<file path="config.mk">
export PLATFORM = sky130hd
export DESIGN_NAME = gb_line_scaler_flat
export DESIGN_NICKNAME = d
export VERILOG_FILES = /design/src/rtl/gb_line_scaler_if.sv /design/src/rtl/gb_line_scaler.sv /design/src/flat_wrapper.sv
export SDC_FILE = /design/constraint.sdc
export NUM_CORES = 1
export LEC_CHECK = 0
export CAP_MARGIN = 20
export CORE_ASPECT_RATIO = 1.4
export CORE_MARGIN = 2
export CORE_UTILIZATION = 50
export CTS_CLUSTER_DIAMETER = 200
export CTS_CLUSTER_SIZE = 24
export DETAILED_ROUTE_END_ITERATION = 8
export GPL_ROUTABILITY_DRIVEN = 0
export HOLD_SLACK_MARGIN = 0.02
export PLACE_DENSITY = 0.65
export RECOVER_POWER = 100
export SYNTH_ARGS = -nofsm -noshare
export SYNTH_HDL_FRONTEND = slang
export SYNTH_SLANG_ARGS = --single-unit
</file>
<file path="constraint.sdc">
create_clock -name clk -period 6.4 [get_ports clk]
set_input_delay 1.92 -clock clk [delete_from_list [all_inputs] [get_ports clk]]
set_output_delay 1.92 -clock clk [all_outputs]
set_load 0.01 [all_outputs]
</file>
<file path="src/rtl/gb_line_scaler_if.sv">
// Pixel-stream input, VGA coordinate input and scaled-pixel output of the GameBoy line scaler.
interface gb_line_scaler_if #(
    parameter int PIX_W = 2
);
    logic [PIX_W-1:0] in_pix;
    logic             in_valid;
    logic             in_sof;
    logic             in_ready;
    logic [15:0]      hcount;
    logic [15:0]      vcount;
    logic [PIX_W-1:0] out_pix;
    logic             out_valid;
    logic             frame_start;
    logic             underrun;

    modport master (
        output in_pix, in_valid, in_sof, hcount, vcount,
        input  in_ready, out_pix, out_valid, frame_start, underrun
    );

    modport slave (
        input  in_pix, in_valid, in_sof, hcount, vcount,
        output in_ready, out_pix, out_valid, frame_start, underrun
    );
endinterface

</file>
<file path="src/rtl/gb_line_scaler.sv">
// Ping-pong line buffer replaying GameBoy lines into a centred VGA window; outputs 1 clk after hcount/vcount.
// in_ready drops while two whole lines are buffered; GB_SCALER_GRID_EN overlays an LCD grid.
module gb_line_scaler #(
    parameter int               PIX_W    = 2,
    parameter int               SRC_W    = 160,
    parameter int               SRC_H    = 144,
    parameter int               X_SCALE  = 3,
    parameter int               Y_SCALE  = 3,
    parameter int               X_OFF    = 160,
    parameter int               Y_OFF    = 80,
    parameter logic [PIX_W-1:0] GRID_PIX = {PIX_W{1'b1}}
) (
    input  logic            clk,
    input  logic            reset_n,
    gb_line_scaler_if.slave bus
);
    localparam int CW  = (SRC_W > 1)   ? $clog2(SRC_W)   : 1;
    localparam int RW  = (SRC_H > 1)   ? $clog2(SRC_H)   : 1;
    localparam int XRW = (X_SCALE > 1) ? $clog2(X_SCALE) : 1;
    localparam int YRW = (Y_SCALE > 1) ? $clog2(Y_SCALE) : 1;

    localparam logic [15:0]    X_LO     = 16'(X_OFF);
    localparam logic [15:0]    X_HI     = 16'(X_OFF + SRC_W * X_SCALE);
    localparam logic [15:0]    X_LAST   = 16'(X_OFF + SRC_W * X_SCALE - 1);
    localparam logic [15:0]    Y_LO     = 16'(Y_OFF);
    localparam logic [15:0]    Y_HI     = 16'(Y_OFF + SRC_H * Y_SCALE);
    localparam logic [CW-1:0]  COL_LAST = CW'(SRC_W - 1);
    localparam logic [RW-1:0]  ROW_LAST = RW'(SRC_H - 1);
    localparam logic [XRW-1:0] XR_LAST  = XRW'(X_SCALE - 1);
    localparam logic [YRW-1:0] YR_LAST  = YRW'(Y_SCALE - 1);

    logic [PIX_W-1:0] r_mem [2][SRC_W];

    logic             r_in_ready;
    logic [1:0]       r_full_cnt;
    logic [CW-1:0]    r_wr_col;
    logic             r_wr_bank;
    logic             r_rd_bank;
    logic [XRW-1:0]   r_col_rep;
    logic [CW-1:0]    r_rd_col;
    logic [YRW-1:0]   r_row_rep;
    logic [RW-1:0]    r_src_row;
    logic             r_idle;
    logic             r_urun_line;
    logic [PIX_W-1:0] r_out_pix;
    logic             r_out_valid;
    logic             r_frame_start;
    logic             r_underrun;

    logic             w_xfer;
    logic             w_wr_done;
    logic [CW-1:0]    w_wr_addr;
    logic             w_in_win;
    logic             w_line_start;
    logic             w_line_end;
    logic             w_fstart;
    logic             w_idle;
    logic             w_urun;
    logic [XRW-1:0]   w_col_rep;
    logic [CW-1:0]    w_rd_col;
    logic [YRW-1:0]   w_row_rep;
    logic [RW-1:0]    w_src_row;
    logic             w_adv;
    logic             w_release;
    logic             w_grid;
    logic [1:0]       w_full_nxt;
    logic [PIX_W-1:0] w_pix_nxt;

    assign w_xfer    = bus.in_valid && r_in_ready;
    assign w_wr_addr = bus.in_sof ? '0 : r_wr_col;
    assign w_wr_done = w_xfer && !bus.in_sof && (r_wr_col == COL_LAST);

    assign w_in_win     = (bus.hcount >= X_LO) && (bus.hcount < X_HI) &&
                          (bus.vcount >= Y_LO) && (bus.vcount < Y_HI);
    assign w_line_start = w_in_win && (bus.hcount == X_LO);
    assign w_line_end   = w_in_win && (bus.hcount == X_LAST);
    assign w_fstart     = w_line_start && (bus.vcount == Y_LO);

    // Line-start values are forced so a line always replays from column 0, even after an aborted line.
    assign w_idle    = w_fstart ? 1'b0 : r_idle;
    assign w_urun    = w_line_start ? ((r_full_cnt == 2'd0) && !w_idle) : r_urun_line;
    assign w_col_rep = w_line_start ? '0 : r_col_rep;
    assign w_rd_col  = w_line_start ? '0 : r_rd_col;
    assign w_row_rep = w_fstart ? '0 : r_row_rep;
    assign w_src_row = w_fstart ? '0 : r_src_row;

    assign w_adv     = w_line_end && !w_urun && !w_idle;
    assign w_release = w_adv && (w_row_rep == YR_LAST);

`ifdef GB_SCALER_GRID_EN
    assign w_grid = (w_col_rep == '0) || (w_row_rep == '0);
`else
    assign w_grid = 1'b0;
`endif

    always_comb begin
        w_full_nxt = r_full_cnt;
        if (w_wr_done && !w_release) begin
            w_full_nxt = r_full_cnt + 2'd1;
        end else if (!w_wr_done && w_release) begin
            w_full_nxt = r_full_cnt - 2'd1;
        end
    end

    always_comb begin
        w_pix_nxt = '0;
        if (w_in_win) begin
            if (!w_urun && !w_idle) begin
                w_pix_nxt = r_mem[r_rd_bank][w_rd_col];
            end
            if (w_grid) begin
                w_pix_nxt = GRID_PIX;
            end
        end
    end

    always_ff @(posedge clk) begin
        if (w_xfer) begin
            r_mem[r_wr_bank][w_wr_addr] <= bus.in_pix;
        end
    end

    always_ff @(posedge clk or negedge reset_n) begin
        if (!reset_n) begin
            r_in_ready    <= 1'b0;
            r_full_cnt    <= '0;
            r_wr_col      <= '0;
            r_wr_bank     <= 1'b0;
            r_rd_bank     <= 1'b0;
            r_col_rep     <= '0;
            r_rd_col      <= '0;
            r_row_rep     <= '0;
            r_src_row     <= '0;
            r_idle        <= 1'b0;
            r_urun_line   <= 1'b0;
            r_out_pix     <= '0;
            r_out_valid   <= 1'b0;
            r_frame_start <= 1'b0;
            r_underrun    <= 1'b0;
        end else begin
            r_full_cnt <= w_full_nxt;
            r_in_ready <= (w_full_nxt != 2'd2);
            if (w_xfer) begin
                if (w_wr_done) begin
                    r_wr_col  <= '0;
                    r_wr_bank <= ~r_wr_bank;
                end else begin
                    r_wr_col <= w_wr_addr + 1'b1;
                end
            end

            r_out_pix     <= w_pix_nxt;
            r_out_valid   <= w_in_win;
            r_frame_start <= w_fstart;
            r_underrun    <= w_line_start && w_urun;

            if (w_in_win) begin
                r_urun_line <= w_urun;
                r_idle      <= w_idle;
                if (w_col_rep == XR_LAST) begin
                    r_col_rep <= '0;
                    r_rd_col  <= (w_rd_col == COL_LAST) ? '0 : w_rd_col + 1'b1;
                end else begin
                    r_col_rep <= w_col_rep + 1'b1;
                    r_rd_col  <= w_rd_col;
                end
                r_row_rep <= w_row_rep;
                r_src_row <= w_src_row;
                if (w_adv) begin
                    if (w_row_rep == YR_LAST) begin
                        r_row_rep <= '0;
                        r_rd_bank <= ~r_rd_bank;
                        // Last source row of the frame: hold off until the next frame_start.
                        if (w_src_row == ROW_LAST) begin
                            r_src_row <= '0;
                            r_idle    <= 1'b1;
                        end else begin
                            r_src_row <= w_src_row + 1'b1;
                        end
                    end else begin
                        r_row_rep <= w_row_rep + 1'b1;
                    end
                end
            end
        end
    end

    assign bus.in_ready    = r_in_ready;
    assign bus.out_pix     = r_out_pix;
    assign bus.out_valid   = r_out_valid;
    assign bus.frame_start = r_frame_start;
    assign bus.underrun    = r_underrun;
endmodule

</file>
<file path="src/flat_wrapper.sv">
// flat-port wrapper written by rule: the top's interface ports become plain ports
module gb_line_scaler_flat 
#(
    parameter int               PIX_W    = 2,
    parameter int               SRC_W    = 160,
    parameter int               SRC_H    = 144,
    parameter int               X_SCALE  = 3,
    parameter int               Y_SCALE  = 3,
    parameter int               X_OFF    = 160,
    parameter int               Y_OFF    = 80,
    parameter logic [PIX_W-1:0] GRID_PIX = {PIX_W{1'b1}}
)
  (clk, reset_n, bus_in_pix, bus_in_valid, bus_in_sof, bus_hcount, bus_vcount, bus_in_ready, bus_out_pix, bus_out_valid, bus_frame_start, bus_underrun);
  gb_line_scaler_if #(.PIX_W(PIX_W)) bus_i ();
  input  logic clk;
  input  logic reset_n;
  input wire logic [$bits(bus_i.in_pix)-1:0] bus_in_pix;
  input wire logic [$bits(bus_i.in_valid)-1:0] bus_in_valid;
  input wire logic [$bits(bus_i.in_sof)-1:0] bus_in_sof;
  input wire logic [$bits(bus_i.hcount)-1:0] bus_hcount;
  input wire logic [$bits(bus_i.vcount)-1:0] bus_vcount;
  output wire logic [$bits(bus_i.in_ready)-1:0] bus_in_ready;
  output wire logic [$bits(bus_i.out_pix)-1:0] bus_out_pix;
  output wire logic [$bits(bus_i.out_valid)-1:0] bus_out_valid;
  output wire logic [$bits(bus_i.frame_start)-1:0] bus_frame_start;
  output wire logic [$bits(bus_i.underrun)-1:0] bus_underrun;
  assign bus_i.in_pix = bus_in_pix;
  assign bus_i.in_valid = bus_in_valid;
  assign bus_i.in_sof = bus_in_sof;
  assign bus_i.hcount = bus_hcount;
  assign bus_i.vcount = bus_vcount;
  assign bus_in_ready = bus_i.in_ready;
  assign bus_out_pix = bus_i.out_pix;
  assign bus_out_valid = bus_i.out_valid;
  assign bus_frame_start = bus_i.frame_start;
  assign bus_underrun = bus_i.underrun;
  gb_line_scaler #(.PIX_W(PIX_W), .SRC_W(SRC_W), .SRC_H(SRC_H), .X_SCALE(X_SCALE), .Y_SCALE(Y_SCALE), .X_OFF(X_OFF), .Y_OFF(Y_OFF), .GRID_PIX(GRID_PIX)) u_core (.clk(clk), .reset_n(reset_n), .bus(bus_i));
endmodule
</file>
==> impl_metrics.ini <==
[sta]
hold_violations = 0
slew_headroom_pct = -168
worst_pin_slew_ns = 4.01
drv_slew = 340
fin_setup_tns_ns = 0
fin_crit_ns = 5.93
skew_ns = 0.0206
hold_slack_ns = 0.528
fin_ws_ns = 0.471
setup_violations = 0
rsz0062_at_grt = no
fmax_mhz = 169
min_period_over_period_pct = 92.6

[grt]
grt_usage_pct = 27.1
antenna_found_initial = 3
grt_pass1_vias = 19400
grt_pass1_wl_um = 122000
grt_max_degree = 156
grt_overflow = 0

[synthesis]
synth-seq-cells = 680
synth.avg_cell_area_um2 = 13.6
synth-edff-count = 640
syn_nets = 2211
synthCells = 2166
ys_seq_area_share_pct = 68.6
synth_warnings = 0
yosysUniqueCellTypes = 80
syn-cell-area_um2 = 29500
ys.flop_type = edfxtp_1
synthArstFlopShare_pct = 5.88

[detailed_routing]
wl_per_cell_um = 27.7
totalWireLength_um = 81900
num_vias = 18900
drc = 0
first_iter_violations = 2248
vias_per_cell = 6.39
ant_nets = 0
dr.pass1.iters = 5

[cts]
post_cts_buffers = 0
cts_root_buf = clkbuf_16
cts.clk_slew.worst_paths_ns = 0.10
tritoncts = built
cts.sinks = 680
holdBufCountCts = 0
clkLatencyLatePin_ns = 0.57
htree_num_levels = 2
ctsResizeCount = 0
clk_path_buf_depth = 3
cts_buffers = 34

[place]
place_inst = 2892
place_ws_ns = 0.119
place_area_um2 = 30900
dp_hpwl_um = 54700
io_buffers = 43

[floorplan]
core_region_area_um2 = 58500
design.die.area_um2 = 60900
num_io_pins = 44
die_y_um = 291
start_util_pct = 50.4
fp.dieW_um = 209
rows = 105

[layout]
drive_gt1_share_pct = 9.16
area_growth_pct = 7.84
nets = 2225
fin_util_pct = 54.4
fin_area_um2 = 31800
final_cells = 2955

[pwr]
p_total_mw = 7.39
irDropWorstVdd_mv = 0.183
power_density_nw_per_um2 = 233
leakagePower_nw = 9.76

[setup_path]
cp_top_family = buffers and inverters
slowest_stage = a2111oi_0
slowest_delay_ns = 0.61
criticalPathCategory = in2reg
cp-start-kind = primary input
worstPathArrival_ns = 6.44
endpoint_kind = flip-flop
cp_max_fo = 23
path_cells = dlygate4sd3_1 -> or4_1 -> or4_1 -> buf_12 -> o31ai_1 -> clkbuf_2 -> nand2_1 -> buf_4 -> o221ai_1 -> nor4_1 -> a2111oi_0 -> buf_4 -> a211o_1
crit_required_ns = 6.91
worst-path-buf-inv = 5

[status]
status = finished with violations
violations = capacitance limit, slew limit

[job]
maxCapViolations = 4

[min_path]
min-delay-path-class = reg2reg
## layer usage
metal,part of all wire [%],GRT usage (%),vias up
li1,-,-,8190
met1,37,32.7,9599
met2,51,47.3,849
met3,6.6,3.74,250
met5,0.034,0,-
met4,6.1,14.4,4
## final cells by class
| type | count | area (um2) |
|---|---|---|
| antenna | 1 | 2.50 |
| fill | 4804 | 26700 |
| clock buffer | 59 | 966 |
| tap | 749 | 937 |
| multi-input combinational | 1318 | 8560 |
| sequential | 680 | 20200 |
| clock inverter | 2 | 25.0 |
| timing repair buffer | 121 | 970 |
| inverter | 25 | 96.3 |
## worst paths after layout
path / start / end / slack (ns) / cells after the start
hold / removal: u_core.r_full_cnt[0]$_DFF_PN0_ / u_core.r_full_cnt[0]$_DFF_PN0_ / 0.53 / 1
setup reg to reg: u_core.r_rd_bank$_DFFE_PN0P_ / u_core.bus.out_pix[0]$_DFF_PN0_ / 2.14 / 11
setup / recovery: bus_hcount[12] / u_core.bus.out_pix[0]$_DFF_PN0_ / 0.47 / 13
min in group asynchronous: reset_n / u_core.r_src_row[7]$_DFFE_PN0P_ / 1.43 / 1
hold reg to reg: u_core.r_full_cnt[0]$_DFF_PN0_ / u_core.r_full_cnt[0]$_DFF_PN0_ / 0.53 / 1
max in group asynchronous: reset_n / u_core.r_rd_col[0]$_DFFE_PN0P_ / 2.65 / 2
## placed cells by master (no fill, tap or decap), types with 6 or more instances in the layout
cell / n
clkbuf_1: 49
o22ai_1: 28
o31ai_1: 8
nor4_1: 26
clkbuf_16: 35
a211oi_1: 7
or4_1: 16
nor2_1: 371
a31oi_1: 6
nor2b_1: 11
nand3_1: 43
and3_1: 8
or3_1: 9
dfrtp_1: 37
nand4_1: 18
a22oi_1: 8
a21oi_1: 101
ha_1: 7
edfxtp_1: 640
nand2_1: 221
clkdlybuf4s50_1: 31
o211ai_1: 12
mux2_2: 11
o221ai_1: 8
buf_4: 45
inv_1: 23
nand2b_1: 15
mux2i_1: 85
mux4_2: 82
nor3_1: 43
a221oi_1: 6
o21ai_0: 62
a21o_1: 6
dlygate4sd3_1: 9
## registers in the layout (all words and copies together), names as in the netlist
signal and count:
u_core.bus.underrun 1, u_core.r_rd_col 8, u_core.r_wr_col 8, u_core.r_row_rep 2, u_core.bus.frame_start 1, u_core.bus.in_ready 1
u_core.r_urun_line 1, u_core.r_src_row 8, u_core.r_full_cnt 2, u_core.r_mem 640, u_core.bus.out_pix 2, u_core.r_wr_bank 1
u_core.r_rd_bank 1, u_core.r_col_rep 2, u_core.r_idle 1, u_core.bus.out_valid 1
## power breakdown
group	total, mW	internal [mW]	switching (mW)
clock network	2.42	1.05	1.37
registers	4.86	4.86	0.000324
logic	0.110	0.0263	0.0836
total	7.39	5.94	1.45
## cells in the mapped netlist (12+ instances only)
cell type | instances | share of area, %
inv_1 | 23 | 0.29
clkbuf_1 | 94 | 1.2
o22ai_1 | 28 | 0.59
mux2i_1 | 85 | 2.9
nor4_1 | 25 | 0.53
nor2_1 | 371 | 4.7
or4_1 | 15 | 0.38
o21ai_0 | 61 | 1.0
dfrtp_1 | 40 | 3.4
nor3_1 | 43 | 0.73
buf_1 | 17 | 0.22
mux4_2 | 82 | 6.3
o211ai_1 | 12 | 0.31
nand2_1 | 221 | 2.8
edfxtp_1 | 640 | 65
nand2b_1 | 15 | 0.32
nand3_1 | 43 | 0.73
nand4_1 | 18 | 0.38
buf_2 | 27 | 0.46
a21oi_1 | 101 | 1.7
## cell families (layout without fill, tap and decap cells)
logic type               count (synthesis)  in the layout  synth area share, %
AO/OA/AOI/OAI                          308            308                 6.72
AND/OR/NAND/NOR                        819            819                 12.3
other                                    0              1                    0
adder cells (fa/ha/maj)                  7              7                0.297
XOR/XNOR                                 6              6                0.178
flip-flops                             680            680                 68.6
multiplexers                           178            178                 9.57
buffers and inverters                  168            207                 2.33
## worst reg2reg max path, cell delays in order (launching register included)
cell	delay, ns
dfrtp_4	0.93
buf_4	0.71
buf_4	0.45
or2_2	0.21
or2_1	0.21
buf_4	0.19
a21oi_1	0.04
or4_1	0.46
nor4_1	0.34
a2111oi_0	0.18
buf_4	0.17
a211o_1	0.26
(Power assumes the default switching activity.)
